## config.mk

```make
export PLATFORM = sky130hd
export DESIGN_NAME = sfp_link_ctrl_flat
export DESIGN_NICKNAME = d
export VERILOG_FILES = /design/src/rtl/sfp_link_ctrl_if.sv /design/src/rtl/sfp_link_ctrl.sv /design/src/flat_wrapper.sv
export SDC_FILE = /design/constraint.sdc
export NUM_CORES = 1
export LEC_CHECK = 0
export ABC_AREA = 1
export CORE_AREA = 4 4 114 62
export DETAILED_ROUTE_END_ITERATION = 10
export DIE_AREA = 0 0 118 66
export PLACE_DENSITY = 0.84
export SLEW_MARGIN = 30
export SYNTH_ARGS = -nofsm -noshare
export SYNTH_HDL_FRONTEND = slang
export SYNTH_SLANG_ARGS = --single-unit
```

## constraint.sdc

```tcl
create_clock -name clk100 -period 4.1 [get_ports clk100]
set_input_delay 0.82 -clock clk100 [delete_from_list [all_inputs] [get_ports clk100]]
set_output_delay 0.82 -clock clk100 [all_outputs]
set_load 0.01 [all_outputs]
```

## src/rtl/sfp_link_ctrl_if.sv

```systemverilog
// sfp_link_ctrl_if: write-command bus between the link controller and the I2C master
interface sfp_link_ctrl_if;
  logic       cmd_valid;
  logic       cmd_ready;
  logic [6:0] cmd_dev;
  logic [7:0] cmd_reg;
  logic [7:0] cmd_data;
  logic       cmd_done;
  logic       cmd_err;
  modport master(output cmd_valid, cmd_dev, cmd_reg, cmd_data, input cmd_ready, cmd_done, cmd_err);
  modport slave(input cmd_valid, cmd_dev, cmd_reg, cmd_data, output cmd_ready, cmd_done, cmd_err);
endinterface

```

## src/rtl/sfp_link_ctrl.sv

```systemverilog
// sfp_link_ctrl: configures the clock synthesizer over I2C, waits for lock, then supervises the SFP link
module sfp_link_ctrl #(
  parameter logic [15:0] STARTUP_WAIT = 16'd10000,
  parameter logic [15:0] LOCK_TIME    = 16'd1000,
  parameter logic [15:0] RETRY_WAIT   = 16'd5000,
  parameter logic [1:0]  MAX_RETRY    = 2'd3,
  parameter logic [6:0]  DEV_ADDR     = 7'h68
) (
  input  logic                  clk100,
  input  logic                  sys_rst_n,
  output logic [5:0]            cfg_addr,
  input  logic [15:0]           cfg_data,
  sfp_link_ctrl_if.master       cmd,
  input  logic                  clk_alarm_b,
  input  logic                  tx_fault,
  input  logic                  rx_los,
  input  logic                  reconf,
  output logic                  tx_disable,
  output logic                  link_up,
  output logic                  cfg_err,
  output logic [7:0]            fault_cnt
);
  typedef enum logic [2:0] {STARTUP, FETCH, ISSUE, WAIT, LOCK, RUN, FAULT_HOLD, ERROR} state_t;
  state_t      state, next_state;
  logic [1:0]  alarm_q, fault_q, los_q;
  logic        alarm_s, fault_s, los_s;
  logic [15:0] cnt;
  logic [1:0]  retry;
  logic        done_ok, done_bad, load, restart;
  assign alarm_s    = alarm_q[1];
  assign fault_s    = fault_q[1];
  assign los_s      = los_q[1];
  assign tx_disable = state != RUN;
  assign done_ok    = state == WAIT && cmd.cmd_done && !cmd.cmd_err;
  assign done_bad   = state == WAIT && cmd.cmd_done && cmd.cmd_err;
  assign load       = state == FETCH && next_state == ISSUE;
  assign restart    = next_state == FETCH && (state == STARTUP || state == RUN || state == ERROR);
  // two-flop synchronizers for the asynchronous status lines
  always_ff @(posedge clk100 or negedge sys_rst_n)
    if (!sys_rst_n) begin
      alarm_q <= 2'b00;
      fault_q <= 2'b00;
      los_q   <= 2'b00;
    end else begin
      alarm_q <= {alarm_q[0], clk_alarm_b};
      fault_q <= {fault_q[0], tx_fault};
      los_q   <= {los_q[0], rx_los};
    end
  // state register
  always_ff @(posedge clk100 or negedge sys_rst_n)
    if (!sys_rst_n) state <= STARTUP;
    else state <= next_state;
  // next-state decode; in RUN a TX fault outranks a clock alarm, which outranks reconf
  always_comb begin
    next_state = state;
    case (state)
      STARTUP:    if (cnt == STARTUP_WAIT - 16'd1) next_state = FETCH;
      FETCH:      if (cnt != 16'd0) next_state = cfg_data == 16'hFFFF ? LOCK : ISSUE;
      ISSUE:      if (cmd.cmd_valid && cmd.cmd_ready) next_state = WAIT;
      WAIT:       if (done_ok) next_state = cfg_addr == 6'd63 ? LOCK : FETCH;
                  else if (done_bad) next_state = retry == MAX_RETRY - 2'd1 ? ERROR : ISSUE;
      LOCK:       if (alarm_s && cnt == LOCK_TIME - 16'd1) next_state = RUN;
      RUN:        next_state = fault_s ? FAULT_HOLD : !alarm_s ? LOCK : reconf ? FETCH : RUN;
      FAULT_HOLD: if (cnt == RETRY_WAIT - 16'd1) next_state = LOCK;
      ERROR:      if (reconf) next_state = FETCH;
      default:    next_state = STARTUP;
    endcase
  end
  // shared cycle counter (cleared on every state change and by a clock alarm in LOCK), table walk, command fields and status
  always_ff @(posedge clk100 or negedge sys_rst_n)
    if (!sys_rst_n) begin
      cnt           <= 16'd0;
      retry         <= 2'd0;
      cfg_addr      <= 6'd0;
      cmd.cmd_valid <= 1'b0;
      cmd.cmd_dev   <= 7'd0;
      cmd.cmd_reg   <= 8'd0;
      cmd.cmd_data  <= 8'd0;
      link_up       <= 1'b0;
      cfg_err       <= 1'b0;
      fault_cnt     <= 8'd0;
    end else begin
      cnt           <= (next_state != state || (state == LOCK && !alarm_s)) ? 16'd0 : cnt + 16'd1;
      cmd.cmd_valid <= next_state == ISSUE;
      link_up       <= next_state == RUN && !los_s && !fault_s;
      if (load) begin
        cmd.cmd_dev  <= DEV_ADDR;
        cmd.cmd_reg  <= cfg_data[15:8];
        cmd.cmd_data <= cfg_data[7:0];
      end
      if (done_ok) begin
        cfg_addr <= cfg_addr + 6'd1;
        retry    <= 2'd0;
      end
      if (done_bad) retry <= retry + 2'd1;
      if (next_state == ERROR && state != ERROR) cfg_err <= 1'b1;
      if (restart) begin
        cfg_addr <= 6'd0;
        retry    <= 2'd0;
        cfg_err  <= 1'b0;
      end
      if (state == RUN && next_state == FAULT_HOLD && fault_cnt != 8'hFF) fault_cnt <= fault_cnt + 8'd1;
    end
endmodule

```

## src/flat_wrapper.sv

```systemverilog
// flat-port wrapper written by rule: the top's interface ports become plain ports
module sfp_link_ctrl_flat 
#(
  parameter logic [15:0] STARTUP_WAIT = 16'd10000,
  parameter logic [15:0] LOCK_TIME    = 16'd1000,
  parameter logic [15:0] RETRY_WAIT   = 16'd5000,
  parameter logic [1:0]  MAX_RETRY    = 2'd3,
  parameter logic [6:0]  DEV_ADDR     = 7'h68
)
  (clk100, sys_rst_n, cfg_addr, cfg_data, clk_alarm_b, tx_fault, rx_los, reconf, tx_disable, link_up, cfg_err, fault_cnt, cmd_cmd_valid, cmd_cmd_dev, cmd_cmd_reg, cmd_cmd_data, cmd_cmd_ready, cmd_cmd_done, cmd_cmd_err);
  sfp_link_ctrl_if cmd_i ();
  input  logic clk100;
  input  logic sys_rst_n;
  output logic [5:0] cfg_addr;
  input  logic [15:0] cfg_data;
  input  logic clk_alarm_b;
  input  logic tx_fault;
  input  logic rx_los;
  input  logic reconf;
  output logic tx_disable;
  output logic link_up;
  output logic cfg_err;
  output logic [7:0] fault_cnt;
  output wire logic [$bits(cmd_i.cmd_valid)-1:0] cmd_cmd_valid;
  output wire logic [$bits(cmd_i.cmd_dev)-1:0] cmd_cmd_dev;
  output wire logic [$bits(cmd_i.cmd_reg)-1:0] cmd_cmd_reg;
  output wire logic [$bits(cmd_i.cmd_data)-1:0] cmd_cmd_data;
  input wire logic [$bits(cmd_i.cmd_ready)-1:0] cmd_cmd_ready;
  input wire logic [$bits(cmd_i.cmd_done)-1:0] cmd_cmd_done;
  input wire logic [$bits(cmd_i.cmd_err)-1:0] cmd_cmd_err;
  assign cmd_cmd_valid = cmd_i.cmd_valid;
  assign cmd_cmd_dev = cmd_i.cmd_dev;
  assign cmd_cmd_reg = cmd_i.cmd_reg;
  assign cmd_cmd_data = cmd_i.cmd_data;
  assign cmd_i.cmd_ready = cmd_cmd_ready;
  assign cmd_i.cmd_done = cmd_cmd_done;
  assign cmd_i.cmd_err = cmd_cmd_err;
  sfp_link_ctrl #(.STARTUP_WAIT(STARTUP_WAIT), .LOCK_TIME(LOCK_TIME), .RETRY_WAIT(RETRY_WAIT), .MAX_RETRY(MAX_RETRY), .DEV_ADDR(DEV_ADDR)) u_core (.clk100(clk100), .sys_rst_n(sys_rst_n), .cfg_addr(cfg_addr), .cfg_data(cfg_data), .cmd(cmd_i), .clk_alarm_b(clk_alarm_b), .tx_fault(tx_fault), .rx_los(rx_los), .reconf(reconf), .tx_disable(tx_disable), .link_up(link_up), .cfg_err(cfg_err), .fault_cnt(fault_cnt));
endmodule
```

==> results.sh <==
export IMPL_ir_drop_uv=222
export IMPL_hold_start="u_core.fault_q[0]$_DFF_PN0_"
export IMPL_largest_register="u_core.cnt"
export IMPL_grt_busiest_layer="met2"
export IMPL_num_rows=20
export IMPL_cts_tree="yes"
export IMPL_ios=66
export IMPL_clock_latency_ps=330
export IMPL_fmax_ghz=0.382
export IMPL_cts_path_max_buffers=2
export IMPL_status="complete, no violations"
export IMPL_grt_util_met3=0.0573
export IMPL_postSynthAreaPerCell_um2=8.96
export IMPL_ys_ff_latch=61
export IMPL_grt_util_all_layers=0.199
export IMPL_clock_skew_ps=7.03
export IMPL_drive_above_1_share=0.159
export IMPL_regArea_um2=1530
export IMPL_cp_required_ps=4350
export IMPL_hold_violations=0
export IMPL_clkSinkCount=61
export IMPL_fin_nets=464
export IMPL_die_area_um2=7790
export IMPL_path_buf_inv=1
export IMPL_multiInputGateArea_um2=1540
export IMPL_via_per_inst=5.03
export IMPL_clkTransAtPathRegs_ps=60
export IMPL_tightest_slew_ps=604
export IMPL_finalSetupViolCount=0
export IMPL_critical_path_max_fanout=18
export IMPL_drc=0
export IMPL_cts_made_buffers=9
export IMPL_grt_pass1_vias=2570
export IMPL_drtIter0Drc=96
export IMPL_start_util=0.554
export IMPL_root_buffer="clkbuf_16"
export IMPL_layout_commonest_cell="nand2_1"
export IMPL_netlist_instances=368
export IMPL_r2r_start="u_core.cnt[0]$_DFF_PN0_"
export IMPL_crit_top_cell="nor2_1"
export IMPL_largest_register_ffs=16
export IMPL_p_leak_nw=2.02
export IMPL_final_max_slew_viol_count=0
export IMPL_slew_headroom=0.596
export IMPL_rsz0062_at_grt="no"
export IMPL_die_x_um=118
export IMPL_crit_chain="clkdlybuf4s50_1 -> nand2_1 -> nor2_1 -> nand2_1 -> nor2_1 -> nand2_2 -> nand3_4 -> nand2_4 -> a21oi_2 -> nand3_4 -> nor2_1"
export IMPL_core_area_um2=5960
export IMPL_port_buffers=61
export IMPL_die_h_um=66
export IMPL_grt_overflow=0
export IMPL_syn_area_um2=3300
export IMPL_use_met1=0.247
export IMPL_setup_tns_final_ps=0
export IMPL_ctsResizeCount=0
export IMPL_powerDensity_nw_per_um2=335
export IMPL_grt_max_degree=39
export IMPL_crit_family="simple AND/OR/NAND/NOR gates"
export IMPL_num_vias=2595
export IMPL_period_minus_slack_ps=2620
export IMPL_layout_common_cells="nand2_1, nor2_1, dfrtp_1"
export IMPL_post_cts_buffers=0
export IMPL_cp_end_kind="register"
export IMPL_max_stage_delay_ps=500
export IMPL_fin_crit_sh=0.638
export IMPL_area_delta_synth_final_pct=28.3
export IMPL_dp_hpwl_um=5100
export IMPL_fillers=451
export IMPL_crit_path_start_kind="input pin"
export IMPL_arrival_ps=2860
export IMPL_grt_pass1_wl_um=12300
export IMPL_antenna_found_initial=0
export IMPL_drt_wl_total_um=6970
export IMPL_gp_congestion=0.877
export IMPL_utilization=0.710
export IMPL_cap_violations=0
export IMPL_yosysWarnings=0
export IMPL_wl_per_cell_um=13.5
export IMPL_synth_distinct_cells=36
export IMPL_diodes=0
export IMPL_worstSetupPathType="input pin to register"
export IMPL_ant_nets=0
export IMPL_postCtsHoldBufs=0
export IMPL_use_met2=0.332
export IMPL_startpoint="cfg_data[5]"
export IMPL_yosysSeqAreaShare=0.463
export IMPL_hold_class="register to register"
export IMPL_dr_pass1_iters=4
export IMPL_cts_max_level=3
export IMPL_cp_slowest_cell="clkdlybuf4s50_1"
## layout make-up
class / count / share of cell area
flip-flops and latches: 61 / 0.361
inverters: 38 / 0.0343
well taps: 77 / 0.0228
clock inverters: 7 / 0.0186
multi-input cells: 262 / 0.365
repair buffers: 62 / 0.146
clock buffers: 9 / 0.0532
## worst paths after layout
kind                                               end  slack, ps  cells after the start
min in group asynchronous    u_core.los_q[0]$_DFF_PN0_        440                      1
max in group asynchronous     u_core.cnt[12]$_DFF_PN0_       2980                      2
hold reg to reg            u_core.fault_q[1]$_DFF_PN0_        350                      0
setup reg to reg               u_core.cnt[3]$_DFF_PN0_       1690                     12
setup / recovery               u_core.cnt[3]$_DFF_PN0_       1480                     11
hold / removal             u_core.fault_q[1]$_DFF_PN0_        350                      0
## Yosys cell counts, drive strengths merged
| library cell | instances | area [um^2] |
|---|---|---|
| ha | 5 | 62.6 |
| mux2 | 16 | 180 |
| nor3 | 2 | 10.0 |
| nor2 | 81 | 415 |
| xor2 | 10 | 87.6 |
| a31oi | 2 | 12.5 |
| nand3b | 1 | 7.51 |
| nand4 | 10 | 77.6 |
| inv | 38 | 145 |
| o21ai | 7 | 35.0 |
| and3 | 1 | 6.26 |
| xnor2 | 11 | 96.3 |
| nand3 | 23 | 145 |
| o31ai | 1 | 7.51 |
| a31o | 2 | 17.5 |
| dfrtp | 61 | 1530 |
| a21o | 1 | 8.76 |
| conb | 1 | 3.75 |
| a21oi | 4 | 23.8 |
| buf | 9 | 81.3 |
| nand2 | 81 | 334 |
| clkbuf | 1 | 13.8 |
## power by group
part / switching, mW / internal [mW] / leakage, nW
clock: 0.289 / 0.478 / 0.151
combinational: 0.0229 / 0.0223 / 1.07
sequential: 0.00137 / 0.605 / 0.803
total: 0.313 / 1.11 / 2.02
## layer usage
layer  routed length (um)  up-vias
met5                    0        -
met4                  134        0
met3                  319       16
met2                 3360       69
met1                 3160     1215
li1                     -     1295
## worst register-to-register path, stage by stage (launching register included)
cell	delay [ps]
dfrtp_1	410
inv_1	70
ha_1	180
inv_1	50
nor2_1	140
nand2_1	70
nor2_1	150
nand3_1	160
nand3_4	280
nand2_4	110
a21oi_2	190
nand3_4	320
nor2_1	200
## cell families after synthesis
kind of cell    after synthesis  synth area share
compound gates               17            0.0319
xor+xnor                     21            0.0558
fa+ha+maj                     5            0.0190
buf+inv                      48            0.0728
flops                        61             0.463
mux                          16            0.0546
other cells                   1           0.00114
simple gates                199             0.302
## through the flow
stage / cells / worst slack, ps / area (um^2) / hold WS [ps] / total power, mW
floorplan: 371 / 2070 / 3310 / 331 / 0.625
detailed placement: 500 / 1150 / 3920 / 336 / 0.663
finish: 516 / 1480 / 4230 / 350 / 1.42
global placement: 500 / 1210 / 3920 / 340 / 0.662
CTS: 516 / 1440 / 4230 / 350 / 1.43
global route: 516 / 1300 / 4230 / 356 / 1.47
Power figures use the tool's default switching activity.
